--- src/rtl/mul8u_arb2_if.sv ---
// Request/response bundle between two multiply clients and mul8u_arb2.
// master: client side (valid/operands/rsp_ready), slave: the arbiter.
interface mul8u_arb2_if;
    logic        req0_valid;
    logic        req0_ready;
    logic [7:0]  req0_a;
    logic [7:0]  req0_b;
    logic        req1_valid;
    logic        req1_ready;
    logic [7:0]  req1_a;
    logic [7:0]  req1_b;
    logic        rsp_valid;
    logic        rsp_ready;
    logic        rsp_id;
    logic [15:0] rsp_y;
    logic        busy;
    logic [15:0] ops_done;

    modport master (
        output req0_valid, req0_a, req0_b,
        output req1_valid, req1_a, req1_b,
        output rsp_ready,
        input  req0_ready, req1_ready,
        input  rsp_valid, rsp_id, rsp_y,
        input  busy, ops_done
    );

    modport slave (
        input  req0_valid, req0_a, req0_b,
        input  req1_valid, req1_a, req1_b,
        input  rsp_ready,
        output req0_ready, req1_ready,
        output rsp_valid, rsp_id, rsp_y,
        output busy, ops_done
    );
endinterface

--- src/rtl/mul8u_arb2.sv ---
// Two-channel round-robin front end for one shared 8x8 unsigned multiplier.
// Ports: clk, rst (sync, active-high), bus (mul8u_arb2_if.slave).
module mul8u_behav (
    input  logic [7:0]  a,
    input  logic [7:0]  b,
    output logic [15:0] y
);
    assign y = {8'd0, a} * {8'd0, b};
endmodule

module mul8u_arb2 #(
    parameter bit PRIO_INIT = 1'b0
) (
    input  logic       clk,
    input  logic       rst,
    mul8u_arb2_if.slave bus
);
    localparam logic [1:0] IDLE = 2'd0;
    localparam logic [1:0] CALC = 2'd1;
    localparam logic [1:0] RESP = 2'd2;

    logic [1:0]  state;
    logic        prio;
    logic [7:0]  a_r;
    logic [7:0]  b_r;
    logic        id_r;
    logic        rsp_valid;
    logic        rsp_id;
    logic [15:0] rsp_y;
    logic [15:0] ops_cnt;
    logic [15:0] prod;
    logic        g0;
    logic        g1;

    // Grant choice: a lone requester wins, a tie goes to prio.
    assign g0 = bus.req0_valid && (!bus.req1_valid || !prio);
    assign g1 = bus.req1_valid && (!bus.req0_valid || prio);

    assign bus.req0_ready = !rst && (state == IDLE) && g0;
    assign bus.req1_ready = !rst && (state == IDLE) && g1;

    mul8u_behav u_mul (
        .a (a_r),
        .b (b_r),
        .y (prod)
    );

    always_ff @(posedge clk) begin
        if (rst) begin
            state     <= IDLE;
            prio      <= PRIO_INIT;
            a_r       <= 8'd0;
            b_r       <= 8'd0;
            id_r      <= 1'b0;
            rsp_valid <= 1'b0;
            rsp_id    <= 1'b0;
            rsp_y     <= 16'd0;
            ops_cnt   <= 16'd0;
        end else begin
            unique case (state)
                IDLE: begin
                    if (g0) begin
                        a_r   <= bus.req0_a;
                        b_r   <= bus.req0_b;
                        id_r  <= 1'b0;
                        prio  <= 1'b1;
                        state <= CALC;
                    end else if (g1) begin
                        a_r   <= bus.req1_a;
                        b_r   <= bus.req1_b;
                        id_r  <= 1'b1;
                        prio  <= 1'b0;
                        state <= CALC;
                    end
                end
                CALC: begin
                    rsp_y     <= prod;
                    rsp_id    <= id_r;
                    rsp_valid <= 1'b1;
                    state     <= RESP;
                end
                RESP: begin
                    if (bus.rsp_ready) begin
                        rsp_valid <= 1'b0;
                        ops_cnt   <= ops_cnt + 16'd1;
                        state     <= IDLE;
                    end
                end
                default: state <= IDLE;
            endcase
        end
    end

    assign bus.rsp_valid = rsp_valid;
    assign bus.rsp_id    = rsp_id;
    assign bus.rsp_y     = rsp_y;
    assign bus.busy      = (state != IDLE);
    assign bus.ops_done  = ops_cnt;
endmodule

--- src/flat_wrapper.sv ---
// flat-port wrapper written by rule: the top's interface ports become plain ports
module mul8u_arb2_flat 
#(
    parameter bit PRIO_INIT = 1'b0
)
  (clk, rst, bus_req0_valid, bus_req0_a, bus_req0_b, bus_req1_valid, bus_req1_a, bus_req1_b, bus_rsp_ready, bus_req0_ready, bus_req1_ready, bus_rsp_valid, bus_rsp_id, bus_rsp_y, bus_busy, bus_ops_done);
  mul8u_arb2_if bus_i ();
  input  logic clk;
  input  logic rst;
  input wire logic [$bits(bus_i.req0_valid)-1:0] bus_req0_valid;
  input wire logic [$bits(bus_i.req0_a)-1:0] bus_req0_a;
  input wire logic [$bits(bus_i.req0_b)-1:0] bus_req0_b;
  input wire logic [$bits(bus_i.req1_valid)-1:0] bus_req1_valid;
  input wire logic [$bits(bus_i.req1_a)-1:0] bus_req1_a;
  input wire logic [$bits(bus_i.req1_b)-1:0] bus_req1_b;
  input wire logic [$bits(bus_i.rsp_ready)-1:0] bus_rsp_ready;
  output wire logic [$bits(bus_i.req0_ready)-1:0] bus_req0_ready;
  output wire logic [$bits(bus_i.req1_ready)-1:0] bus_req1_ready;
  output wire logic [$bits(bus_i.rsp_valid)-1:0] bus_rsp_valid;
  output wire logic [$bits(bus_i.rsp_id)-1:0] bus_rsp_id;
  output wire logic [$bits(bus_i.rsp_y)-1:0] bus_rsp_y;
  output wire logic [$bits(bus_i.busy)-1:0] bus_busy;
  output wire logic [$bits(bus_i.ops_done)-1:0] bus_ops_done;
  assign bus_i.req0_valid = bus_req0_valid;
  assign bus_i.req0_a = bus_req0_a;
  assign bus_i.req0_b = bus_req0_b;
  assign bus_i.req1_valid = bus_req1_valid;
  assign bus_i.req1_a = bus_req1_a;
  assign bus_i.req1_b = bus_req1_b;
  assign bus_i.rsp_ready = bus_rsp_ready;
  assign bus_req0_ready = bus_i.req0_ready;
  assign bus_req1_ready = bus_i.req1_ready;
  assign bus_rsp_valid = bus_i.rsp_valid;
  assign bus_rsp_id = bus_i.rsp_id;
  assign bus_rsp_y = bus_i.rsp_y;
  assign bus_busy = bus_i.busy;
  assign bus_ops_done = bus_i.ops_done;
  mul8u_arb2 #(.PRIO_INIT(PRIO_INIT)) u_core (.clk(clk), .rst(rst), .bus(bus_i));
endmodule
--- config.mk ---
export PLATFORM = sky130hd
export DESIGN_NAME = mul8u_arb2_flat
export DESIGN_NICKNAME = d
export VERILOG_FILES = /design/src/rtl/mul8u_arb2_if.sv /design/src/rtl/mul8u_arb2.sv /design/src/flat_wrapper.sv
export SDC_FILE = /design/constraint.sdc
export NUM_CORES = 1
export LEC_CHECK = 0
export BUFFER_PORTS_ARGS = -buffer_cell sky130_fd_sc_hd__buf_2
export CAP_MARGIN = 0
export CORE_MARGIN = 2
export CORE_UTILIZATION = 60
export CTS_CLUSTER_SIZE = 14
export DETAILED_ROUTE_END_ITERATION = 12
export GPL_TIMING_DRIVEN = 0
export PLACE_DENSITY = 0.85
export SYNTH_ARGS = -nofsm -noshare
export SYNTH_HDL_FRONTEND = slang
export SYNTH_SLANG_ARGS = --single-unit
--- constraint.sdc ---
create_clock -name clk -period 6.6 [get_ports clk]
set_clock_uncertainty 0.05 [all_clocks]
set_input_delay 0.33 -clock clk [delete_from_list [all_inputs] [get_ports clk]]
set_output_delay 0.33 -clock clk [all_outputs]
set_load 0.005 [all_outputs]
==> summary.txt, run 1 <==
Status
  – Status: completed

Global route
  – First-pass GRT wire length: 16.64 mm
  – Number of global-route vias before repair: 3680
  – Initial antenna violation count: 0
  – GRT overflow: 0
  – Total GRT Usage: 27.66%
  – Largest net degree at the start of global routing: 19

Worst setup path
  – Setup crit start kind: flop
  – Critical path required time: 6.76 ns
  – Reg2reg setup slack: 1.85 ns
  – Reg2Reg Depth: 15
  – RR Startpoint: u_core.b_r[7]$_SDFFE_PP0P_
  – CP max FO: 9
  – Worst Path Arrival: 4.91 ns
  – RR Endpoint: u_core.bus.rsp_y[15]$_SDFFE_PP0P_
  – Crit Path Category: flop to flop
  – Crit end category: flop

Hold path
  – Hold EP: u_core.b_r[2]$_SDFFE_PP0P_
  – Worst Hold Class: primary input to flop
  – Worst hold start: bus_req1_b[2]
  – Hold depth: 3

Timing
  – Slew Limit Fails: 0
  – Final worst path period share: 71.97%
  – Final-report hold violation count: 0
  – Final setup viols: 0
  – Fmax: 210.5 MHz
  – RSZ-0062 raised after global routing: false
  – Post-layout min period: 4.750 ns
  – Tightest Pin Transition: 0.8894 ns
  – Total negative slack: 0 ns
  – Max-slew headroom: 40.31%
  – Post-route worst setup slack: 1.850 ns

CTS
  – # resized after CTS: 0
  – CTS tree: yes
  – Hold_buf cts: 0
  – Root buf cell: clkbuf_8
  – Worst-Skew Late Latency: 0.32 ns
  – Worst-path clk slew: 0.11 ns
  – Postcts setup bufs: 0
  – CTS sink cnt: 54
  – CTS Buffer Depth: 2
  – H-tree depth: 2
  – CTS buffer count: 5

Routing
  – Routed via count: 3686
  – Detail Route Antenna Nets: 0
  – Routed WL: 9.761 mm
  – Wire per inst: 15.52 µm
  – Iter 0 DRT Violations: 294
  – First-pass iteration count of the detailed router: 6
  – Vias/cell: 5.860
  – DRC: 0

Die
  – Die width: 87.12 µm
  – Row Count: 30
  – Starting density of the core: 61.35%
  – Core Area: 0.006756 mm²
  – Die area: 0.007590 mm²
  – Chip Height: 87.12 µm
  – Num ports: 74

Placed design
  – Port Buffers: 73
  – Gpl congestion: 0.9257
  – Final HPWL DP: 7.613 mm
  – DP Worst Slack: 1.906 ns

Yosys
  – Synth top cells by count: nand2_1, dfxtp_1, inv_1, and2_1, nor2_1
  – Post-synth EDFFs: 0
  – Most frequent cell after synthesis: nand2_1
  – Post-synth net total: 578
  – Unique masters post-synth: 48
  – Synth Register Bits: 54
  – Main synth FF type: dfxtp_1
  – Synth Instances: 468
  – Synth area leader: dfxtp_1
  – Sequential area share after synthesis: 26.08%
  – Synth Warn #: 0
  – Synth area leaders: dfxtp_1, fa_1, ha_1
  – Average cell area after synthesis: 8.857 µm²
  – Post-Syn Area: 0.004145 mm²
  – Synth async-reset ratio: 0%
  – Area share of the largest cell type after synthesis: 26.08%

Power
  – Pwr dens: 164.5 mW/mm²
  – VDD IR max: 0.0001257 V
  – Final Power: 0.7775 mW
  – Leak: 2.344 nW

Cells and area
  – Nets: 658
  – Antenna Cells: 0
  – P&R area growth vs syn: 14.04%
  – Share of cells above drive strength 1: 17.12%

Flow run
  – Maxcap violations: 0
## metal layers
layer  routed length [µm]  track usage (%)  vias up
met3                  674            3.507       22
met1                 3975            36.03     1800
met5                    0                0        -
li1                     -                -     1717
met4                  243            9.510        0
met2                 4868            47.54      147
## registers in the layout, summed over array words and instances, names as in the netlist
| register | cells |
|---|---|
| u_core.id_r | 1 |
| u_core.bus.ops_done | 16 |
| u_core.b_r | 8 |
| u_core.a_r | 8 |
| u_core.bus.rsp_y | 16 |
| u_core.state | 2 |
| u_core.bus.rsp_id | 1 |
| u_core.prio | 1 |
| u_core.bus.rsp_valid | 1 |
## cells by family after synthesis
| logic type | after synthesis | share of synthesized area (%) |
|---|---|---|
| AND/OR/NAND/NOR | 185 | 22.76 |
| adder cells (fa/ha/maj) | 73 | 28.55 |
| buffers and inverters | 71 | 6.731 |
| AO/OA/AOI/OAI | 64 | 11.38 |
| flip-flops | 54 | 26.08 |
| XOR/XNOR | 19 | 4.014 |
| multiplexers | 2 | 0.4830 |
## placed cells by master (no fill, tap or decap), types with 3 or more instances in the layout
cell type	instances
a211oi_1	5
a21oi_1	21
a222oi_1	16
and2_1	43
and3_1	3
buf_2	77
clkbuf_1	14
clkbuf_8	5
dfxtp_1	54
fa_1	36
ha_1	37
inv_1	52
nand2_1	55
nand2b_1	3
nand3_1	9
nand3b_1	3
nand4_1	5
nor2_1	41
nor2b_1	5
nor3_1	4
o21ai_0	8
xnor2_1	5
xor2_1	14
## final cells by class
class	instances	area, µm²
multi-input combinational	343	2785
fill	540	2029
sequential	54	1081
timing repair buffer	73	365.4
inverter	52	195.2
tap	80	100.1
buffer	19	83.83
clock buffer	5	68.82
clock inverter	3	47.55
## worst max-delay path, stage by stage, from the launching register on
cell and delay, ns:
dfxtp_1 0.33, clkbuf_1 0.34, nand2_1 0.16, fa_1 0.54, fa_1 0.54, inv_1 0.05, fa_1 0.53, inv_1 0.05
fa_1 0.53, inv_1 0.04, ha_1 0.34, nand2_1 0.08, a211oi_2 0.25, o21ai_0 0.24, o21ai_0 0.20, or3b_1 0.36
## per-stage QoR
stage / cells / hold WS, ns / utilization [%] / area [µm²]
final: 629 / 0.2167 / 69.96 / 4727
after global placement: 621 / 0.3892 / 68.24 / 4611
after CTS: 629 / 0.2107 / 69.96 / 4727
after global routing: 629 / 0.2288 / 69.96 / 4727
after detailed placement: 621 / 0.3970 / 68.24 / 4611
after floorplan: 468 / 0.3819 / - / 4145
## power breakdown
| part | switching, mW | internal (mW) |
|---|---|---|
| sequential | 0.0252 | 0.343 |
| clock | 0.121 | 0.116 |
| combinational | 0.102 | 0.0705 |
| total | 0.248 | 0.529 |
## how the worst max path moves through the flow
stage | cells past startpoint | start | endpoint | slack (ns)
after floorplan | 15 | u_core.b_r[7]$_SDFFE_PP0P_ | u_core.bus.rsp_y[15]$_SDFFE_PP0P_ | 2.37
after global placement | 15 | u_core.b_r[7]$_SDFFE_PP0P_ | u_core.bus.rsp_y[15]$_SDFFE_PP0P_ | 1.98
after detailed placement | 15 | u_core.b_r[7]$_SDFFE_PP0P_ | u_core.bus.rsp_y[15]$_SDFFE_PP0P_ | 1.91
after CTS | 15 | u_core.b_r[7]$_SDFFE_PP0P_ | u_core.bus.rsp_y[15]$_SDFFE_PP0P_ | 1.86
after global routing | 15 | u_core.b_r[6]$_SDFFE_PP0P_ | u_core.bus.rsp_y[15]$_SDFFE_PP0P_ | 1.57
final | 15 | u_core.b_r[7]$_SDFFE_PP0P_ | u_core.bus.rsp_y[15]$_SDFFE_PP0P_ | 1.85
Note: power is estimated with default switching activity, not from simulation.
==> inputs of run 2 (changes only) <==
--- a/config.mk
+++ b/config.mk
@@ -5,14 +5,15 @@
 export SDC_FILE = /design/constraint.sdc
 export NUM_CORES = 1
 export LEC_CHECK = 0
+export ABC_AREA = 1
 export BUFFER_PORTS_ARGS = -buffer_cell sky130_fd_sc_hd__buf_2
 export CAP_MARGIN = 0
 export CORE_MARGIN = 2
-export CORE_UTILIZATION = 60
+export CORE_UTILIZATION = 58
 export CTS_CLUSTER_SIZE = 14
 export DETAILED_ROUTE_END_ITERATION = 12
 export GPL_TIMING_DRIVEN = 0
-export PLACE_DENSITY = 0.85
+export PLACE_DENSITY = 0.81
 export SYNTH_ARGS = -nofsm -noshare
 export SYNTH_HDL_FRONTEND = slang
 export SYNTH_SLANG_ARGS = --single-unit
==> constraint.sdc (replaced) <==
create_clock -name clk -period 4.5 [get_ports clk]
set_clock_uncertainty 0.05 [all_clocks]
set_input_delay 0.225 -clock clk [delete_from_list [all_inputs] [get_ports clk]]
set_output_delay 0.225 -clock clk [all_outputs]
set_load 0.005 [all_outputs]
==> run 2 against run 1 <==
  * Power is 50% higher
  * Largest power group unchanged
  * Cell area is 14% higher
  * Largest cell class unchanged
  * Die area is 19% higher
  * Final cell count is 38% higher
  * Sequential share of layout area is 2.8 points lower
  * Setup slack worse by 1.6 ns
  * Global-route usage is 3.8 points lower
==> summary.txt, run 2 <==
Cells and area
  – P&R area growth vs syn: 12.31% (was 14.04%)
  – Most frequent cells in the layout: nand2_1, inv_1, buf_2, nor2_1, dfxtp_1 (was buf_2, nand2_1, dfxtp_1, inv_1, and2_1)
  – Antenna Cells: 0 (unchanged)
  – Share of cells above drive strength 1: 17.76% (was 17.12%)
  – Most common cell after layout, fill and taps aside: nand2_1 (was buf_2)
  – Nets: 869 (was 658)

Timing
  – Total negative slack: 0 ns (unchanged)
  – Post-route worst setup slack: 0.2943 ns (was 1.850 ns)
  – Final-report hold violation count: 0 (unchanged)
  – Slew Limit Fails: 0 (unchanged)
  – Post-layout min period: 4.206 ns (was 4.750 ns)
  – Final setup viols: 0 (unchanged)
  – RSZ-0062 raised after global routing: false (unchanged)
  – Tightest Pin Transition: 0.7642 ns (was 0.8894 ns)
  – Max-slew headroom: 49.05% (was 40.31%)
  – Final worst path period share: 93.46% (was 71.97%)
  – Fmax: 237.8 MHz (was 210.5 MHz)

Worst setup path
  – Cell family with most CP delay: adder cells (unchanged)
  – Crit end category: flop (unchanged)
  – Worst Path Arrival: 4.38 ns (was 4.91 ns)
  – Worst path cell trace: clkbuf_1, nand2_1, fa_1, fa_1, inv_1, fa_1, inv_1, fa_1, inv_1, ha_1, nand2_1, nor2_1, and2_1, nand2_1, nand4_1, nand3_1, nand2_1, inv_1 (was clkbuf_1, nand2_1, fa_1, fa_1, inv_1, fa_1, inv_1, fa_1, inv_1, ha_1, nand2_1, a211oi_2, o21ai_0, o21ai_0, or3b_1)
  – Worst path max stage delay: 0.55 ns (was 0.54 ns)
  – Reg2reg setup slack: 0.29 ns (was 1.85 ns)
  – CP max FO: 9 (unchanged)
  – Slowest cell on crit path: fa_1 (unchanged)
  – Setup crit start kind: flop (unchanged)
  – Buf/Inv on CP: 5 (was 4)
  – Crit Path Category: flop to flop (unchanged)
  – Critical path required time: 4.67 ns (was 6.76 ns)

Global route
  – Total GRT Usage: 23.91% (was 27.66%)
  – Initial antenna violation count: 0 (unchanged)
  – GRT overflow: 0 (unchanged)
  – Number of global-route vias before repair: 4006 (was 3680)
  – Largest net degree at the start of global routing: 17 (was 19)
  – First-pass GRT wire length: 17.36 mm (was 16.64 mm)

CTS
  – # resized after CTS: 0 (unchanged)
  – H-tree depth: 2 (unchanged)
  – CTS buffer count: 5 (unchanged)
  – Postcts setup bufs: 0 (unchanged)
  – Root buf cell: clkbuf_8 (unchanged)
  – CTS tree: yes (unchanged)
  – Worst-Skew Late Latency: 0.31 ns (was 0.32 ns)
  – CTS sink cnt: 54 (unchanged)
  – Hold_buf cts: 0 (unchanged)
  – CTS Buffer Depth: 2 (unchanged)
  – Worst-path clk slew: 0.09 ns (was 0.11 ns)

Die
  – Die width: 94.96 µm (was 87.12 µm)
  – Die area: 0.009016 mm² (was 0.007590 mm²)
  – Chip Height: 94.96 µm (was 87.12 µm)
  – Core Area: 0.008134 mm² (was 0.006756 mm²)
  – Num ports: 74 (unchanged)
  – Starting density of the core: 58.99% (was 61.35%)
  – Row Count: 33 (was 30)

Yosys
  – Post-Syn Area: 0.004798 mm² (was 0.004145 mm²)
  – Synth area leaders: dfxtp_1, fa_1, nand2_1 (was dfxtp_1, fa_1, ha_1)
  – Main synth FF type: dfxtp_1 (unchanged)
  – Area share of the largest cell type after synthesis: 22.53% (was 26.08%)
  – Synth top cells by count: nand2_1, inv_1, dfxtp_1, nor2_1, ha_1 (was nand2_1, dfxtp_1, inv_1, and2_1, nor2_1)
  – Average cell area after synthesis: 7.036 µm² (was 8.857 µm²)
  – Most frequent cell after synthesis: nand2_1 (unchanged)
  – Post-synth net total: 792 (was 578)
  – Synth async-reset ratio: 0% (unchanged)
  – Unique masters post-synth: 36 (was 48)
  – Synth area leader: dfxtp_1 (unchanged)
  – Synth Instances: 682 (was 468)
  – Sequential area share after synthesis: 22.53% (was 26.08%)
  – Synth Warn #: 0 (unchanged)
  – Synth Register Bits: 54 (unchanged)
  – Post-synth EDFFs: 0 (unchanged)

Routing
  – Routed via count: 4312 (was 3686)
  – Detail Route Antenna Nets: 0 (unchanged)
  – Wire per inst: 11.94 µm (was 15.52 µm)
  – First-pass iteration count of the detailed router: 5 (was 6)
  – Iter 0 DRT Violations: 132 (was 294)
  – Vias/cell: 4.985 (was 5.860)
  – Routed WL: 10.33 mm (was 9.761 mm)
  – DRC: 0 (unchanged)

Hold path
  – Worst Hold Class: primary input to flop (unchanged)

Power
  – Pwr dens: 217.1 mW/mm² (was 164.5 mW/mm²)
  – Leak: 3.131 nW (was 2.344 nW)
  – Final Power: 1.170 mW (was 0.7775 mW)
  – VDD IR max: 0.0001272 V (was 0.0001257 V)

Placed design
  – Gpl congestion: 0.8834 (was 0.9257)
  – Port Buffers: 73 (unchanged)
  – Final HPWL DP: 8.398 mm (was 7.613 mm)
  – DP Worst Slack: 0.2212 ns (was 1.906 ns)

Status
  – Status: completed (unchanged)

Flow run
  – Maxcap violations: 0 (unchanged)
## run 2: area by class of cell
type,count,area (µm²)
plain buffers,24,148.9
clock buffers,7,96.34
clock inverters,1,8.758
fillers,702,2745
inverters,155,589.3
multi-input cells,446,2968
flip-flops and latches,54,1081
well taps,105,131.4
repair buffers,73,365.4
## run 2: logic make-up (layout without fill, tap and decap cells)
group,after synthesis,in the layout,share of synthesized area (%)
XOR/XNOR,8,8,1.460
flip-flops,54,54,22.53
AND/OR/NAND/NOR,311,311,28.45
buffers and inverters,182,260,15.62
adder cells (fa/ha/maj),73,73,24.67
AO/OA/AOI/OAI,54,54,7.275
## run 2: metrics by stage
stage                     cells  cell area [µm²]  hold WS, ns  util [%]
after floorplan             682             4798       0.3322         -
after global placement      860             5295       0.4128     65.10
after detailed placement    860             5295       0.4061     65.10
after CTS                   868             5400       0.1169     66.39
after global routing        865             5389       0.1284     66.25
final                       865             5389       0.1188     66.25
## run 2: final timing paths
path	end	from	depth (start not counted)
worst min register to register	u_core.bus.rsp_y[0]$_SDFFE_PP0P_	u_core.bus.rsp_y[0]$_SDFFE_PP0P_	2
worst max-delay path	u_core.bus.rsp_y[15]$_SDFFE_PP0P_	u_core.a_r[2]$_SDFFE_PP0P_	18
worst min-delay path	u_core.a_r[2]$_SDFFE_PP0P_	bus_req1_a[2]	3
worst max register to register	u_core.bus.rsp_y[15]$_SDFFE_PP0P_	u_core.a_r[2]$_SDFFE_PP0P_	18
## run 2: worst reg2reg max path: cells and delay by family (launching register included)
kind	cells	cell delay, ns
flip-flops	1	0.32
adder cells (fa/ha/maj)	5	2.42
buffers and inverters	5	0.49
AND/OR/NAND/NOR	8	0.83
## run 2: layer usage
layer | global-route usage (%) | part of all wire (%) | vias up | wire length (µm)
li1 | - | - | 2193 | -
met1 | 31.32 | 46 | 1972 | 4735
met2 | 41.78 | 48 | 135 | 4913
met3 | 3.192 | 5.5 | 12 | 570
met4 | 5.676 | 1.1 | 0 | 111
met5 | 0 | 0 | - | 0
## run 2: report_power, final
group	internal [mW]	total (mW)	leakage, nW	switching (mW)
logic	0.130	0.334	2.63	0.204
registers	0.511	0.532	0.442	0.0212
clock network	0.141	0.303	0.0544	0.162
